**src/rtl/virtual_ds2431_pkg.sv**
```systemverilog
// rtl/virtual_ds2431_pkg.sv - shared encodings and constants for the virtual DS2431 command engines
package virtual_ds2431_pkg;

    typedef enum logic [2:0] {
        ST_IDLE   = 3'd0,
        ST_RX_TA1 = 3'd1,
        ST_RX_TA2 = 3'd2,
        ST_RX_ES  = 3'd3,
        ST_CHECK  = 3'd4,
        ST_PROG   = 3'd5,
        ST_TX_AA  = 3'd6
    } copy_state_t;

    localparam logic [7:0] CMD_COPY_SP  = 8'h55;
    localparam logic [7:0] AUTH_ES      = 8'h07;
    localparam logic [7:0] ROW_MAX_TA1  = 8'h87;
    localparam logic [7:0] AA_BYTE_DEF  = 8'hAA;
    localparam logic [7:0] BUS_IDLE     = 8'hFF;

    // Authorization: echoed TA1/TA2/E-S must match what Write Scratchpad stored,
    // the scratchpad must be full (E/S=7) and the target must be a real row.
    function automatic logic auth_ok(
        input logic [7:0] rx_ta1,
        input logic [7:0] rx_ta2,
        input logic [7:0] rx_es,
        input logic [7:0] ta1,
        input logic [7:0] ta2,
        input logic [2:0] es,
        input logic       wr_valid
    );
        return (rx_ta1 == ta1) && (rx_ta2 == ta2) && (rx_es == AUTH_ES) &&
               (es == 3'd7) && wr_valid && (ta2 == 8'h00) && (ta1 <= ROW_MAX_TA1);
    endfunction

endpackage

```
**src/rtl/posPulse.sv**
```systemverilog
// rtl/posPulse.sv - rising-edge detector producing a one-clk pulse
module posPulse (
    input  logic clk,
    input  logic nRst,
    input  logic i_sig,
    output logic o_pulse
);

    logic r_prev;

    // remember last level so the pulse fires only on a 0->1 change
    always_ff @(posedge clk or negedge nRst) begin
        if (!nRst) begin
            r_prev <= 1'b0;
        end else begin
            r_prev <= i_sig;
        end
    end

    assign o_pulse = i_sig & ~r_prev;

endmodule

```
**src/rtl/virtual_ds2431_prog_timer.sv**
```systemverilog
// rtl/virtual_ds2431_prog_timer.sv - tPROG counter, busy for exactly TPROG_CYCLES clks after start
module virtual_ds2431_prog_timer #(
    parameter int TPROG_CYCLES = 500000
) (
    input  logic clk,
    input  logic nRst,
    input  logic i_start,
    input  logic i_clear,
    output logic o_busy,
    output logic o_done
);

    localparam int CW = (TPROG_CYCLES > 1) ? $clog2(TPROG_CYCLES) : 1;
    localparam logic [CW-1:0] LAST = CW'(TPROG_CYCLES - 1);

    logic [CW-1:0] r_count;
    logic          r_busy;

    // count 0..TPROG_CYCLES-1 while busy; clear wins over start so an abort is final
    always_ff @(posedge clk or negedge nRst) begin
        if (!nRst) begin
            r_count <= '0;
            r_busy  <= 1'b0;
        end else if (i_clear) begin
            r_count <= '0;
            r_busy  <= 1'b0;
        end else if (i_start) begin
            r_count <= '0;
            r_busy  <= 1'b1;
        end else if (r_busy) begin
            if (r_count == LAST) begin
                r_busy <= 1'b0;
            end else begin
                r_count <= r_count + CW'(1);
            end
        end
    end

    assign o_busy = r_busy;
    assign o_done = r_busy && (r_count == LAST);

endmodule

```
**src/rtl/virtual_ds2431_mem_copy_scratchpad.sv**
```systemverilog
// rtl/virtual_ds2431_mem_copy_scratchpad.sv - Copy Scratchpad (55h) command engine
module virtual_ds2431_mem_copy_scratchpad
    import virtual_ds2431_pkg::*;
#(
    parameter int         TPROG_CYCLES = 500000,
    parameter logic [7:0] AA_BYTE      = AA_BYTE_DEF
) (
    input  logic        clk,
    input  logic        nRst,
    input  logic        cmdRunTrig,
    input  logic        endCmd,
    input  logic [7:0]  TA1,
    input  logic [7:0]  TA2,
    input  logic [2:0]  ES,
    input  logic        wrSpValid,
    input  logic [63:0] Scratchpad,
    input  logic        clrAA,
    input  logic [7:0]  receiveDat,
    input  logic        ByteTransDone,
    output logic [7:0]  sentDat,
    output logic        nRxTx,
    output logic        transTrig,
    output logic        memWrEn,
    output logic [4:0]  memWrRow,
    output logic [63:0] memWrDat,
    output logic        aaFlag,
    output logic        cmdDone,
    output logic        cmdFailed
);

    copy_state_t r_state;
    logic [7:0]  r_ta1;
    logic [7:0]  r_ta2;
    logic        r_accept;

    logic w_runEdge;
    logic w_endEdge;
    logic w_doneEdge;
    logic w_authOk;
    logic w_timerStart;
    logic w_timerClear;
    logic w_timerBusy;
    logic w_timerDone;

    posPulse u_run_edge  (.clk(clk), .nRst(nRst), .i_sig(cmdRunTrig),    .o_pulse(w_runEdge));
    posPulse u_end_edge  (.clk(clk), .nRst(nRst), .i_sig(endCmd),        .o_pulse(w_endEdge));
    posPulse u_done_edge (.clk(clk), .nRst(nRst), .i_sig(ByteTransDone), .o_pulse(w_doneEdge));

    // E/S byte is judged straight off receiveDat on its done edge so the write strobe follows by one clk
    assign w_authOk     = auth_ok(r_ta1, r_ta2, receiveDat, TA1, TA2, ES, wrSpValid);
    assign w_timerStart = (r_state == ST_CHECK) && r_accept && !w_runEdge && !w_endEdge;
    assign w_timerClear = w_runEdge | w_endEdge;

    virtual_ds2431_prog_timer #(
        .TPROG_CYCLES(TPROG_CYCLES)
    ) u_prog_timer (
        .clk    (clk),
        .nRst   (nRst),
        .i_start(w_timerStart),
        .i_clear(w_timerClear),
        .o_busy (w_timerBusy),
        .o_done (w_timerDone)
    );

    // command FSM: start edge beats abort edge beats normal sequencing; clrAA beats an aaFlag set
    always_ff @(posedge clk or negedge nRst) begin
        if (!nRst) begin
            r_state   <= ST_IDLE;
            r_ta1     <= 8'h00;
            r_ta2     <= 8'h00;
            r_accept  <= 1'b0;
            sentDat   <= BUS_IDLE;
            nRxTx     <= 1'b0;
            transTrig <= 1'b0;
            memWrEn   <= 1'b0;
            memWrRow  <= 5'd0;
            memWrDat  <= 64'd0;
            aaFlag    <= 1'b0;
            cmdDone   <= 1'b1;
            cmdFailed <= 1'b0;
        end else begin
            transTrig <= 1'b0;
            memWrEn   <= 1'b0;
            if (w_runEdge) begin
                r_state   <= ST_RX_TA1;
                cmdDone   <= 1'b0;
                cmdFailed <= 1'b0;
                nRxTx     <= 1'b0;
                sentDat   <= BUS_IDLE;
                transTrig <= 1'b1;
            end else if (w_endEdge) begin
                r_state <= ST_IDLE;
                nRxTx   <= 1'b0;
                sentDat <= BUS_IDLE;
            end else begin
                case (r_state)
                    ST_IDLE: begin
                        nRxTx   <= 1'b0;
                        sentDat <= BUS_IDLE;
                    end
                    ST_RX_TA1: begin
                        if (w_doneEdge) begin
                            r_ta1     <= receiveDat;
                            r_state   <= ST_RX_TA2;
                            transTrig <= 1'b1;
                        end
                    end
                    ST_RX_TA2: begin
                        if (w_doneEdge) begin
                            r_ta2     <= receiveDat;
                            r_state   <= ST_RX_ES;
                            transTrig <= 1'b1;
                        end
                    end
                    ST_RX_ES: begin
                        if (w_doneEdge) begin
                            r_accept <= w_authOk;
                            r_state  <= ST_CHECK;
                            if (w_authOk) begin
                                memWrEn  <= 1'b1;
                                memWrRow <= TA1[7:3];
                                memWrDat <= Scratchpad;
                                aaFlag   <= 1'b1;
                            end else begin
                                cmdFailed <= 1'b1;
                                cmdDone   <= 1'b0;
                            end
                        end
                    end
                    ST_CHECK: begin
                        r_state <= r_accept ? ST_PROG : ST_IDLE;
                    end
                    ST_PROG: begin
                        // an idle timer here means the count was lost; leave rather than hang
                        if (w_timerDone || !w_timerBusy) begin
                            sentDat   <= AA_BYTE;
                            nRxTx     <= 1'b1;
                            transTrig <= 1'b1;
                            cmdDone   <= 1'b1;
                            r_state   <= ST_TX_AA;
                        end
                    end
                    ST_TX_AA: begin
                        if (w_doneEdge) begin
                            transTrig <= 1'b1;
                        end
                    end
                    default: begin
                        r_state <= ST_IDLE;
                    end
                endcase
            end
            if (clrAA) begin
                aaFlag <= 1'b0;
            end
        end
    end

endmodule

```
**config.mk**
```make
export PLATFORM = sky130hd
export DESIGN_NAME = virtual_ds2431_mem_copy_scratchpad
export DESIGN_NICKNAME = d
export VERILOG_FILES = /design/src/rtl/virtual_ds2431_pkg.sv /design/src/rtl/posPulse.sv /design/src/rtl/virtual_ds2431_prog_timer.sv /design/src/rtl/virtual_ds2431_mem_copy_scratchpad.sv
export SDC_FILE = /design/constraint.sdc
export NUM_CORES = 1
export LEC_CHECK = 0
export CORE_AREA = 2 2 118 120
export CTS_CLUSTER_DIAMETER = 100
export CTS_CLUSTER_SIZE = 24
export DETAILED_ROUTE_END_ITERATION = 10
export DIE_AREA = 0 0 120 122
export PLACE_DENSITY = 0.77
export REMOVE_ABC_BUFFERS = 1
export SLEW_MARGIN = 0
export SYNTH_ARGS = -nofsm -noshare
export SYNTH_HDL_FRONTEND = slang
export SYNTH_SLANG_ARGS = --single-unit
```
**constraint.sdc**
```tcl
create_clock -name clk -period 2.1 [get_ports clk]
set_clock_uncertainty 0.15 [all_clocks]
set_input_delay 0.42 -clock clk [delete_from_list [all_inputs] [get_ports clk]]
set_output_delay 0.42 -clock clk [all_outputs]
set_load 0.05 [all_outputs]
```
==> qor.txt, run 1 <==
Status: finished with violations
Failing checks: setup timing
Top cells by count, synth: 117 x dfrtp_1, 61 x mux2_4, 18 x nor2_1
DRC: 0
Crit share post-route: 1.08
Area added between synthesis and finish: 59.1%
Post-DP HPWL: 10200 um
DRT iter0 DRCs: 243
Syn Inst Count: 406
CTS root buf: clkbuf_16
DR vias: 4334
Largest net degree at the start of global routing: 61
Worst Max-Slew Pin Slew: 0.547 ns
Worst-path clk slew: 0.06 ns
Max Clock Freq: 443 MHz
Part of the Yosys area used for sequential elements: 0.545
Worst-Skew Late Latency: 0.41 ns
Syn Std Cell Area: 5470 um^2
Async SR Flop Fraction: 1.00
Vias per std cell: 5.10
Placed cell area: 7720 um^2
# rows: 43
Post-Syn Area per Cell: 13.5 um^2
Final Instance Area: 8700 um^2
Final wirelength: 14900 um
Crit path kind: register to register
Crit-path max cell delay: 0.42 ns
Gpl congestion: 0.884
Slowest stage cell on the critical path: or3b_4
Initial Utilization: 0.405
CP arrival: 2.40 ns
GRT Total Usage: 0.206
Clock period minus worst slack: 2.26 ns
Critical path data required time: 2.24 ns
Largest fanout on the critical path: 6
DIE AREA: 14600 um^2
DR WL/cell: 17.5 um
Final #Nets: 756
# IOs: 181
Vias in the first global route: 4623
Hold Path Class: primary input to register
M3 GR Usage: 0.0501
YS warnings: 0
RSZ-0062 raised after global routing: yes
Initial antenna violation count: 0
Power per standard cell area: 760 nW/um^2
Grt total ovfl: 0
Endpoints failing hold: 0
M1 GR Usage: 0.241
First-pass GRT wire length: 23500 um
Num Clock Sinks: 119
Most common cell in the synthesized netlist: dfrtp_1
FF+latch count, synth: 119
Critical Path Start Type: register
Most used DFF post-synth: dfrtp_1
Pleak: 4.46 nW
Area of the core: 13500 um^2
CP Cell Sequence: or3b_4 > nor4_4 > and3_4 > nand3_4 > buf_4 > buf_6 > mux2_4
Max Buffers Root-to-Sink: 2
Port buffer count: 176
Post-route setup slack: -0.160 ns
Synth top area share: 0.535
Largest cells by area after synthesis: dfrtp_1 54%, mux2_4 17%, mux2_2 3.5%
Num CTS Buffers: 17
Die height: 122 um
Antenna Cells: 0
Share of cells above drive strength 1: 0.360
Detailed Routing Iterations Pass 1: 4
Worst Setup End Kind: register
Grt peak-use layer: met2
Post-synth cell types: 52
# setup viols final: 69
Final slew viol count: 0
Die X: 120 um
Max_slew headroom: 0.637
GR met2 Demand/Resource: 0.360
Peak VDD IR: 525 uV
H-tree depth: 4
CTS tree: built
Max Cap Violations: 0
DRT antenna net count: 0
Pre-CTS setup slack: -0.834 ns
Synth area leader: dfrtp_1
Post-synth EDFFs: 0
==> sequential cells by signal (all words and copies together), names as in the netlist, 3 cells and up <==
name                  cells
memWrRow                  5
r_ta1                     8
u_prog_timer.r_count     19
memWrDat                 64
r_ta2                     8
r_state                   3
==> stage by stage <==
step	hold slack [ns]	TNS [ns]	power, mW	utilization	cells
after floorplan	-0.0256	-70.53	2.97	-	389
after global placement	0.131	-57.07	3.48	0.571	799
after detailed placement	0.137	-60.07	3.52	0.571	799
after CTS	0.117	-8.32	6.63	0.628	840
after global routing	0.146	-13.86	6.87	0.644	850
final	0.134	-9.40	6.61	0.644	850
==> final cells by class <==
class / instances / area, um^2
clock buffer: 17 / 425
inverter: 9 / 33.8
clock inverter: 15 / 200
tap: 180 / 225
timing repair buffer: 249 / 2330
fill: 976 / 4800
multi-input combinational: 261 / 2500
sequential: 119 / 2980
==> logic make-up after synthesis <==
kind of cell,share of synthesized area
XOR/XNOR,0.0272
buffers and inverters,0.0343
flip-flops,0.545
adder cells (fa/ha/maj),0.00229
AND/OR/NAND/NOR,0.109
multiplexers,0.219
other,0.000686
AO/OA/AOI/OAI,0.0627
==> cells in the final DEF, fill, tap and decap left out, types with 3 or more instances in the layout <==
cell type and instances:
nor2_1 16, clkinv_4 4, clkbuf_16 18, nand2b_1 5, nand4_1 7, or3_1 7, xor2_1 12, clkinv_2 4
nor4_1 5, dlygate4sd2_1 61, mux2_2 17, mux2_4 66, buf_4 80, buf_6 7, dfrtp_1 115, xnor2_1 3
a21oi_1 12, nor2b_1 5, and3_1 6, dlymetal6s2s_1 3, nor3_1 3, inv_1 9, buf_12 5, nand3_1 11
or4_1 3, and2_1 3, nand2_1 8, clkdlybuf4s50_1 87, conb_1 4, bufinv_16 4, o211ai_1 7, o21ai_0 11
==> final timing paths <==
kind | slack (ns) | cells after the start | endpoint | startpoint
worst max register to register | -0.16 | 7 | memWrDat[38]$_DFFE_PN0P_ | u_done_edge.r_prev$_DFF_PN0_
max in group asynchronous | 0.96 | 3 | memWrDat[10]$_DFFE_PN0P_ | nRst
worst min register to register | 0.33 | 1 | memWrDat[1]$_DFFE_PN0P_ | memWrDat[1]$_DFFE_PN0P_
worst max-delay path | -0.16 | 7 | memWrDat[38]$_DFFE_PN0P_ | u_done_edge.r_prev$_DFF_PN0_
min in group asynchronous | 0.27 | 2 | nRxTx$_DFFE_PN0P_ | nRst
worst min-delay path | 0.13 | 1 | u_done_edge.r_prev$_DFF_PN0_ | ByteTransDone
==> repair_timing <==
item,in CTS,in global routing
hold buffers,1,0
buffers inserted,7,9
endpoints found under the hold margin,11,0
pin swaps,8,9
resized for setup,89,33
gates cloned,3,2
endpoints found under the setup margin,129,85
==> routing by layer <==
| metal | vias to the layer above | share of wire |
|---|---|---|
| li1 | 1995 | - |
| met4 | 0 | 0.022 |
| met5 | - | 0 |
| met1 | 2146 | 0.39 |
| met2 | 165 | 0.53 |
| met3 | 28 | 0.053 |
==> worst max-delay path: cells and delay by family, from the launching register on <==
family                 cells  cell delay, ns
buffers and inverters      2            0.32
flip-flops                 1            0.37
AND/OR/NAND/NOR            4            1.01
multiplexers               1            0.30
==> report_power, final <==
part / total (mW) / internal [mW] / switching [mW]
clock: 3.07 / 1.99 / 1.08
combinational: 0.974 / 0.552 / 0.422
sequential: 2.58 / 2.45 / 0.125
(Power assumes the default switching activity.)
==> run 2, diff against run 1 <==
MAX_ROUTING_LAYER = met4   (was default)
==> qor.txt, run 2 (synthesized netlist as in run 1, its figures left out) <==
Status: finished with violations
Failing checks: setup timing
Grt total ovfl: 0
Max Buffers Root-to-Sink: 2
Port buffer count: 176
Tot Pwr: 6.62 mW
Final wirelength: 15000 um
Worst-path clk slew: 0.06 ns
Hold Path Class: primary input to register
Largest regs: memWrDat x64, u_prog_timer.r_count x19
Worst-Skew Late Latency: 0.41 ns
H-tree depth: 4
DRT iter0 DRCs: 255
DRT antenna net count: 0
Vias per std cell: 5.09
DRC: 0
# setup viols final: 69
CTS tree: built
Die height: 122 um
Filler cell count: 979
Largest fanout on the critical path: 8
Pre-CTS setup slack: -0.834 ns
DR vias: 4323
Worst Setup End Kind: register
Most frequent cells in the layout: 115 x dfrtp_1, 87 x clkdlybuf4s50_1, 82 x buf_4
Endpoints failing hold: 0
Power per standard cell area: 762 nW/um^2
Crit share post-route: 1.08
Max Cap Violations: 0
First-pass GRT wire length: 23600 um
Worst Max-Slew Pin Slew: 0.518 ns
Final cell count without fillers: 850
Final Instance Area: 8690 um^2
Critical Path Start Type: register
Commonest non-fill, non-tap cell in the layout: dfrtp_1
Post-DP HPWL: 10200 um
Largest Register: memWrDat
Crit path kind: register to register
RSZ-0062 raised after global routing: yes
Final #Nets: 756
Setup_tns: -8.03 ns
Share of cells above drive strength 1: 0.358
Min Hold Slack: 0.137 ns
Max Clock Freq: 443 MHz
CP Cell Sequence: or3b_4 > nor4_4 > and3_4 > nand3_4 > buf_4 > buf_12 > mux2_4
DR WL/cell: 17.6 um
Largest register FFs: 64
Slowest stage cell on the critical path: or3b_4
Final slew viol count: 0
Detailed Routing Iterations Pass 1: 6
Placed cells: 799
Vias in the first global route: 4614
# rows: 43
Area of the core: 13500 um^2
Die X: 120 um
Clock period minus worst slack: 2.26 ns
Post-route setup slack: -0.158 ns
CTS root buf: clkbuf_16
Peak VDD IR: 530 uV
CP arrival: 2.41 ns
Max_slew headroom: 0.656
Gpl congestion: 0.898
Placed cell area: 7720 um^2
Critical path data required time: 2.25 ns
Layout Utilization: 0.643
Num CTS Buffers: 17
Largest net degree at the start of global routing: 61
Pleak: 4.45 nW
Num Clock Sinks: 119
Reg area: 2980 um^2
Initial Utilization: 0.405
Crit-path max cell delay: 0.42 ns
Antenna Cells: 0
Area of the multi-input gates: 2500 um^2
Initial antenna violation count: 0
# IOs: 181
Area added between synthesis and finish: 58.9%
GRT Total Usage: 0.212
DIE AREA: 14600 um^2
[run 2: changes by cell type in the layout (fill, tap and decap cells not counted)]
cell	change
buf_4	+2
buf_6	-2
mux2_1	+1
mux2_4	-1
[run 2: metal layers]
metal  global-route usage  share of wire
met5                    -              0
met4               0.0794          0.019
met3               0.0538          0.053
met2                0.362           0.54
met1                0.241           0.39
[run 2: final timing paths]
kind	slack, ns	to	from	cells after the start
min reg2reg	0.33	memWrDat[1]$_DFFE_PN0P_	memWrDat[1]$_DFFE_PN0P_	1
min in group asynchronous	0.27	nRxTx$_DFFE_PN0P_	nRst	2
max	-0.16	memWrDat[41]$_DFFE_PN0P_	u_done_edge.r_prev$_DFF_PN0_	7
max in group asynchronous	0.94	memWrDat[14]$_DFFE_PN0P_	nRst	3
max reg2reg	-0.16	memWrDat[41]$_DFFE_PN0P_	u_done_edge.r_prev$_DFF_PN0_	7
min	0.14	u_done_edge.r_prev$_DFF_PN0_	ByteTransDone	1
[run 2: report_power, final]
part           internal (mW)  switching (mW)  leakage, nW
clock                   1.99            1.08        0.307
combinational          0.552           0.426         2.53
sequential              2.45           0.125         1.62
total                   4.99            1.63         4.45
[run 2: layout make-up]
type,instances,share of cell area
clock buffers,17,0.0490
flip-flops and latches,119,0.343
inverters,9,0.00389
clock inverters,15,0.0230
repair buffers,249,0.268
well taps,180,0.0259
multi-input cells,261,0.287
[run 2: critical path: cells and delay by family, from the launching register on]
family	cells	cell delay, ns
buffers and inverters	2	0.33
flip-flops	1	0.37
AND/OR/NAND/NOR	4	0.99
multiplexers	1	0.30
[run 2: what timing repair did]
item,CTS,global route
endpoints found under the hold margin,11,0
gates resized for setup,89,30
endpoints found under the setup margin,129,85
hold buffers,1,0
pin swaps,8,8
cloned,3,2
setup buffers,7,9
==> run 3, diff against run 2 <==
CORE_AREA = 2 2 113 115   (was 2 2 118 120)
DIE_AREA = 0 0 115 117   (was 0 0 120 122)
PLACE_DENSITY = 0.79   (was 0.77)
clock period = 2.2 ns   (was 2.1 ns; I/O delays follow)
==> qor.txt, run 3 (synthesized netlist as in run 1, its figures left out) <==
CP arrival: 2.42 ns
Worst-Skew Late Latency: 0.42 ns
R2R Path Start: r_ta2[3]$_DFFE_PN0P_
Final cell count without fillers: 809
RSZ-0062 raised after global routing: yes
Worst r2r dst: memWrDat[24]$_DFFE_PN0P_
Detailed Routing Iterations Pass 1: 4
Gpl congestion: 0.897
Placed cells: 767
Post-route setup slack: -0.0743 ns
Largest net degree at the start of global routing: 39
Port buffer count: 176
Largest register FFs: 64
Pleak: 5.07 nW
Crit share post-route: 1.03
Slowest stage cell on the critical path: dfrtp_1
First-pass GRT wire length: 22900 um
CP Cell Sequence: xor2_2 > a2111oi_4 > buf_4 > and3_4 > nand3_4 > buf_12 > clkbuf_16 > mux2_4
Die height: 117 um
Max_slew headroom: 0.630
Vias in the first global route: 4610
Max Buffers Root-to-Sink: 2
Post-DP HPWL: 10200 um
Layout Utilization: 0.710
Final wirelength: 15100 um
Endpoints failing hold: 0
H-tree depth: 4
Worst-path clk slew: 0.06 ns
Area added between synthesis and finish: 59.9%
Tot Pwr: 6.12 mW
# setup viols final: 61
Final slew viol count: 0
Max Clock Freq: 440 MHz
DRT antenna net count: 0
Num Clock Sinks: 119
Largest regs: memWrDat x64, u_prog_timer.r_count x19
Area of the core: 12300 um^2
Crit-path max cell delay: 0.40 ns
Max Cap Violations: 0
Share of cells above drive strength 1: 0.310
Min-Delay Endpoint: u_done_edge.r_prev$_DFF_PN0_
Worst R2R Path Depth: 8
Vias per std cell: 5.34
Setup_tns: -3.10 ns
DRT iter0 DRCs: 234
DR WL/cell: 18.7 um
Clock period minus worst slack: 2.27 ns
Most frequent cells in the layout: 117 x dfrtp_1, 101 x clkdlybuf4s50_1, 68 x mux2_4
Die X: 115 um
Critical Path Start Type: register
CTS root buf: clkbuf_16
# rows: 41
Hold Path Class: primary input to register
Worst Setup End Kind: register
GRT Total Usage: 0.232
Largest fanout on the critical path: 8
Initial Utilization: 0.444
DRC: 0
Antenna Cells: 0
Worst Max-Slew Pin Slew: 0.555 ns
Power per standard cell area: 701 nW/um^2
Initial antenna violation count: 0
Critical path data required time: 2.35 ns
Commonest non-fill, non-tap cell in the layout: dfrtp_1
CTS tree: built
Num CTS Buffers: 17
Register-to-Register Setup Slack: -0.07 ns
Peak VDD IR: 545 uV
Crit path kind: register to register
# IOs: 181
Failing checks: setup timing
Status: finished with violations
DR vias: 4318
Final #Nets: 747
Hold Startpoint: ByteTransDone
Largest Register: memWrDat
Grt total ovfl: 0
Hold path cells: 1
DIE AREA: 13500 um^2
-- run 3: cell types whose count changed in the layout (fill, tap and decap cells not counted), sizes merged --
cell,previous run,this run
clkinv,8,6
buf,96,70
inv,11,9
bufinv,4,3
clkdlybuf4s50,87,101
dlygate4sd2,61,13
clkinvlp,1,0
dlymetal6s2s,3,53
clkbuf,18,23
-- run 3: through the flow --
step	hold slack (ns)	cell area, um^2	worst slack [ns]
after floorplan	-0.00559	5330	-0.915
after global placement	0.285	7670	-0.684
after detailed placement	0.292	7670	-0.708
after CTS	0.134	8480	-0.133
after global routing	0.151	8740	-0.129
final	0.151	8740	-0.0743
-- run 3: worst max-delay path, delay by kind of cell, from the launching register on --
kind | cells | cell delay (ns)
compound gates | 1 | 0.33
xor+xnor | 1 | 0.17
buf+inv | 3 | 0.52
flops | 1 | 0.40
mux | 1 | 0.30
simple gates | 2 | 0.27
-- run 3: power breakdown --
group	internal, mW	switching, mW
combinational	0.503	0.414
sequential	2.34	0.134
clock	1.79	0.944
-- run 3: how the worst max path moves through the flow --
stage / startpoint / slack [ns] / endpoint
2_1_floorplan: r_state[2]$_DFFE_PN0P_ / -0.91 / memWrDat[11]$_DFFE_PN0P_
3_3_place_gp: TA1[7] / -0.68 / memWrDat[52]$_DFFE_PN0P_
3_5_place_dp: TA1[7] / -0.71 / memWrDat[48]$_DFFE_PN0P_
4_1_cts: r_ta1[0]$_DFFE_PN0P_ / -0.13 / memWrDat[39]$_DFFE_PN0P_
5_1_grt: r_ta2[3]$_DFFE_PN0P_ / -0.13 / memWrDat[5]$_DFFE_PN0P_
6_report: r_ta2[3]$_DFFE_PN0P_ / -0.07 / memWrDat[24]$_DFFE_PN0P_
-- run 3: cell type report --
class / instances / area, um^2
Fill cell: 814 / 3570
Sequential cell: 119 / 2980
Tap cell: 150 / 188
Timing Repair Buffer: 240 / 2510
Clock inverter: 9 / 128
Clock buffer: 21 / 450
Multi-Input combinational cell: 261 / 2450
Inverter: 9 / 33.8
-- run 3: repair_timing --
item | CTS | global route
pin swaps | 6 | 8
hold buffers | 1 | 0
setup buffers | 4 | 3
endpoints found under the hold margin | 33 | 0
endpoints found under the setup margin | 80 | 123
resized for setup | 38 | 67
cloned | 3 | 2
-- run 3: metal layers --
layer / part of all wire / wire length, um / GRT usage / vias up
met5: 0 / 0 / - / -
met3: 0.056 / 844 / 0.0690 / 41
met4: 0.032 / 486 / 0.124 / 0
met1: 0.38 / 5720 / 0.250 / 2167
li1: - / - / - / 1949
met2: 0.53 / 8070 / 0.387 / 161
==> patch 1 (flow settings as in run 3) <==
`TPROG_CYCLES` is set to 500000 in 2 places; all go to 125000.
--- a/src/rtl/virtual_ds2431_prog_timer.sv
+++ b/src/rtl/virtual_ds2431_prog_timer.sv
@@ -1,6 +1,6 @@
 // rtl/virtual_ds2431_prog_timer.sv - tPROG counter, busy for exactly TPROG_CYCLES clks after start
 module virtual_ds2431_prog_timer #(
-    parameter int TPROG_CYCLES = 500000
+    parameter int TPROG_CYCLES = 125000
 ) (
     input  logic clk,
     input  logic nRst,
--- a/src/rtl/virtual_ds2431_mem_copy_scratchpad.sv
+++ b/src/rtl/virtual_ds2431_mem_copy_scratchpad.sv
@@ -2,7 +2,7 @@
 module virtual_ds2431_mem_copy_scratchpad
     import virtual_ds2431_pkg::*;
 #(
-    parameter int         TPROG_CYCLES = 500000,
+    parameter int         TPROG_CYCLES = 125000,
     parameter logic [7:0] AA_BYTE      = AA_BYTE_DEF
 ) (
     input  logic        clk,
Check against the original RTL: no difference found for any inputs over 4 cycles, from zero or initial values and one cycle with nRst low; that may be too few to reach the edited logic, so the function may still have changed.
==> patch 1 against run 3 <==
The flow still finishes with violations (negative setup slack); setup slack lost 140 ps; routed wire length decreased by 7.7%; synthesized area decreased by 3.0%; design area shrank 2.0%; sequential cell count shrank 2; global-route usage fell by 1.5 points; synthesized cell count fell by 6.9%; utilization down 1.5 points; power is 8.6% lower; via count is 6.6% lower; sequential share of layout area grew 0.13 points; worst hold slack better by 10 ps; critical endpoint is now memWrDat[61]$_DFFE_PN0P_; largest power group unchanged.
==> patch 1: results (changes against run 3) <==
CP max FO: 8 (unchanged)
Least-Margin Pin Slew: 643 ps (+88.2 ps)
Final worst slack: -215 ps (-140 ps)
Final Setup Violations: 70 (+15%)
Yosys warns: 0 (unchanged)
Antenna violations before repair: 0 (unchanged)
Largest net degree at the start of global routing: 118 (+200%)
H-tree depth: 4 (unchanged)
Post-place instance area: 0.00743 mm^2 (-3.1%)
Root Driver: clkbuf_16
Clk buf depth: 2 (unchanged)
Place WS: -786 ps (-77.4 ps)
Sequential share of the synthesized area: 55.2% (+0.74 points)
Status: finished with violations
Maximum VDD drop: 475 uV (-13%)
Vias in the first global route: 4182 (-9.3%)
Layout cells sized above 1: 33.0% (+2.0 points)
Max reg flops: 64 (unchanged)
Drt first-iter violations: 320 (+37%)
TritonCTS buffer count: 17 (unchanged)
First-pass GRT wire length: 21500 um (-6.2%)
Via/cell ratio: 5.14 (-3.6%)
Final std cells w/o fill: 784 (-3.1%)
Failing checks: negative setup slack
# diodes: 0 (unchanged)
Router iterations before antenna repair: 5 (+1)
Synth unique cells: 46 (-12%)
P_leak: 4.69 nW (-7.6%)
Hold/Removal Path Class: input port to flop
Clk Latency, worst-skew pair: 410 ps
Async SR Flop Fraction: 100% (unchanged)
Buffers added on ports: 176 (unchanged)
Synth area leaders: dfrtp_1 54%, mux2_4 19%, mux2_2 3.6%
GRT Total Usage: 21.7% (-1.5 points)
Routed WL per cell: 17.8 um (-4.8%)
DP Wirelength: 8900 um (-13%)
Commonest cells post-synth: 115 x dfrtp_1, 68 x mux2_4, 20 x nor2_1, 17 x mux2_2, 14 x xnor2_1
Fill count: 872 (+7.1%)
Worst EP arrival: 2550 ps (+130 ps)
Mapped Cells: 378 (-6.9%)
Regs by FF count: memWrDat: 64 flops, u_prog_timer.r_count: 17 flops
Reg clk slew, reported paths: 50 ps
Placer congestion estimate: 0.825 (-8.1%)
Nets: 720 (-3.6%)
Switching pwr: 1.20 mW (-19%)
patch 1: logic make-up after synthesis:
| group | share of synthesized area (%) |
|---|---|
| compound gates | 3.30 |
| simple gates | 9.86 |
| buf+inv | 3.77 |
| xor+xnor | 4.46 |
| flops | 55.2 |
| other cells | 0.0707 |
| fa+ha+maj | 0.236 |
| mux | 23.0 |
patch 1: worst paths after layout:
| check | from | endpoint | slack, ps | cells past startpoint |
|---|---|---|---|---|
| hold / removal | cmdRunTrig | u_run_edge.r_prev$_DFF_PN0_ | 160 | 1 |
| max in group asynchronous | nRst | memWrDat[0]$_DFFE_PN0P_ | 900 | 3 |
| hold reg to reg | memWrDat[57]$_DFFE_PN0P_ | memWrDat[57]$_DFFE_PN0P_ | 350 | 1 |
| setup reg to reg | r_ta1[2]$_DFFE_PN0P_ | memWrDat[61]$_DFFE_PN0P_ | -190 | 7 |
| min in group asynchronous | nRst | memWrDat[11]$_DFFE_PN0P_ | 510 | 3 |
| setup / recovery | TA1[5] | memWrDat[61]$_DFFE_PN0P_ | -210 | 8 |
patch 1: power by group through the flow:
stage	Sequential, mW	Clock [mW]	Combinational (mW)
floorplan	2.36	0	0.195
finish	2.33	2.71	0.557
global route	2.34	2.88	0.602
CTS	2.32	2.77	0.546
global placement	2.35	0	0.515
detailed placement	2.36	0	0.530
patch 1: area by class of cell:
class / instances / area, um^2 / area share [%]
Sequential cell: 117 / 2930 / 34.2
Timing Repair Buffer: 243 / 2520 / 29.4
Multi-Input combinational cell: 236 / 2310 / 27.0
Clock buffer: 28 / 517 / 6.04
Tap cell: 150 / 188 / 2.19
Clock inverter: 4 / 70.1 / 0.818
Inverter: 6 / 22.5 / 0.263
patch 1: what timing repair did:
action / in CTS / in global routing
buffers inserted: 19 / 5
cloned: 6 / 0
endpoints found under the setup margin: 83 / 123
pin swaps: 16 / 11
hold buffers: 1 / 0
gates resized for setup: 47 / 46
hold endpoints to repair: 6 / 0
patch 1: layer usage:
layer / global-route usage [%] / wire length [um] / up-vias
li1: - / - / 1824
met4: 10.2 / 350 / 0
met5: - / 0 / -
met2: 35.3 / 7160 / 178
met3: 5.36 / 784 / 33
met1: 25.5 / 5650 / 1997
patch 1: through the flow:
stage	hold slack (ps)	TNS, ps
after CTS	136	-12000
final	161	-13800
after global placement	340	-53700
after floorplan	-5.59	-135120
after global routing	166	-18410
after detailed placement	343	-55640
patch 1: critical path: stages:
cell and delay [ps]:
clkdlybuf4s15_1 220, buf_4 180, o41ai_4 360, nand3_2 140
or4_4 580, buf_12 180, buf_16 150, mux2_4 300
==> patch 2 (config.mk and constraints of run 3) <==
Without the edit above. Reset style: synchronous (`nRst`), changed in 3 clocked blocks.
--- a/src/rtl/posPulse.sv
+++ b/src/rtl/posPulse.sv
@@ -9,7 +9,7 @@
     logic r_prev;
 
     // remember last level so the pulse fires only on a 0->1 change
-    always_ff @(posedge clk or negedge nRst) begin
+    always_ff @(posedge clk) begin
         if (!nRst) begin
             r_prev <= 1'b0;
         end else begin
--- a/src/rtl/virtual_ds2431_prog_timer.sv
+++ b/src/rtl/virtual_ds2431_prog_timer.sv
@@ -17,7 +17,7 @@
     logic          r_busy;
 
     // count 0..TPROG_CYCLES-1 while busy; clear wins over start so an abort is final
-    always_ff @(posedge clk or negedge nRst) begin
+    always_ff @(posedge clk) begin
         if (!nRst) begin
             r_count <= '0;
             r_busy  <= 1'b0;
--- a/src/rtl/virtual_ds2431_mem_copy_scratchpad.sv
+++ b/src/rtl/virtual_ds2431_mem_copy_scratchpad.sv
@@ -63,7 +63,7 @@
     );
 
     // command FSM: start edge beats abort edge beats normal sequencing; clrAA beats an aaFlag set
-    always_ff @(posedge clk or negedge nRst) begin
+    always_ff @(posedge clk) begin
         if (!nRst) begin
             r_state   <= ST_IDLE;
             r_ta1     <= 8'h00;
Function: differs if nRst is asserted again (counterexample within 4 cycles, from zero or initial values and one cycle with nRst low); with nRst held inactive, the same outputs for 4 cycles.
==> patch 2 against run 3 <==
Global-route usage is 11 points higher; sequential share of layout area down 10 points; first-iteration DRC count rose to 3.8 times the old value; the flow still finishes with violations (negative setup slack); routed wire length increased by 91%; worst hold slack gained 140 ps; cell count rose by 23%; sequential cell count stayed put; die area unchanged; synthesized area decreased by 1.1%; design area increased by 14%; setup slack worse by 230 ps.
Power is not compared: it rests on default switching activity, and its combinational part moved more than twofold at a synthesized area within 25%.
==> patch 2: results (changes against run 3) <==
GRT Total Usage: 34.1% (+11 points)
R2R Path Start: r_ta1[5]$_SDFFE_PN0P_
Hold endpoint: r_ta1[3]$_SDFFE_PN0P_
Router iterations before antenna repair: 6 (+2)
Metal2 WL: 13400 um (+66%)
Setup crit start: ByteTransDone
Min-delay src: receiveDat[3]
Syn_area_per_cell: 8.75 um^2 (-35%)
Placer congestion estimate: 0.908 (+1.1%)
Synth area leaders: dfxtp_1 44%, o31ai_1 9.6%, nand4_1 9.1%
First-pass GRT wire length: 34100 um (+49%)
Worst EP arrival: 2700 ps (+280 ps)
Buffers, non-clock: 264 (+10%)
CP max FO: 43 (+35)
M1 GR Usage: 38.4% (+13 points)
DR vias: 6987 (+62%)
Met2 Resource Use GR: 55.1% (+16 points)
Max incr delay on CP: 490 ps (+90 ps)
Ys flop type: dfxtp_1
Via/cell ratio: 7.00 (+31%)
Nets: 933 (+25%)
Synth unique cells: 47 (-9.6%)
Min Hold Slack: 294 ps (+143 ps)
Met3 wire length: 3240 um (+280%)
Status: finished with violations
M1 wire length: 9430 um (+65%)
Met3 global-route usage: 8.81% (+1.9 points)
Non-clock inverter total of the final layout: 7 (-2)
Post_cts resized: 210 (+450%)
Final Setup Violations: 88 (+44%)
Routed WL per cell: 28.9 um (+55%)
Fill count: 621 (-24%)
Failing checks: negative setup slack
Least-Margin Pin Slew: 747 ps (+192 ps)
Place WS: -814 ps (-105 ps)
R2R cell count: 10 (+2)
Setup TNS: -14040 ps (-10940 ps)
Final worst slack: -306 ps (-232 ps)
DP Wirelength: 11700 um (+15%)
R2r endpoint: memWrDat[40]$_SDFFE_PN0P_
# diodes: 1 (+1)
Clk cell area share: 6.33% (-0.28 points)
Clock Buffer Count: 20 (-4.8%)
Vias in the first global route: 6347 (+38%)
Sequential share of the synthesized area: 44.1% (-10 points)
Drt first-iter violations: 886 (+280%)
Largest net degree at the start of global routing: 61 (+56%)
Async SR Flop Fraction: 0% (-100 points)
Commonest cells post-synth: 119 x dfxtp_1, 81 x a21oi_1, 79 x nand4_1, 69 x o31ai_1, 46 x clkbuf_1
==> patch 2: changes by cell type in the layout (fill, tap and decap cells not counted), moves of 16 or more <==
cell,run 3,this run
dlymetal6s2s_1,53,19
dfxtp_1,0,113
o31ai_4,0,61
buf_4,61,43
clkdlybuf4s50_1,101,78
mux2i_1,1,17
nor2_1,17,37
dfrtp_1,117,0
nand4_1,7,79
a21oi_2,0,30
mux2_2,17,0
mux2_4,68,0
dlygate4sd2_1,13,68
a21oi_1,14,51
==> patch 2: logic make-up (layout without fill, tap and decap cells) <==
family | Yosys count | count (layout) | synth area share [%]
AND/OR/NAND/NOR | 200 | 200 | 21.0
AO/OA/AOI/OAI | 179 | 179 | 21.0
flip-flops | 119 | 119 | 44.1
buffers and inverters | 77 | 303 | 6.55
XOR/XNOR | 24 | 24 | 3.89
multiplexers | 17 | 17 | 3.15
adder cells (fa/ha/maj) | 1 | 1 | 0.231
other | 1 | 5 | 0.0694
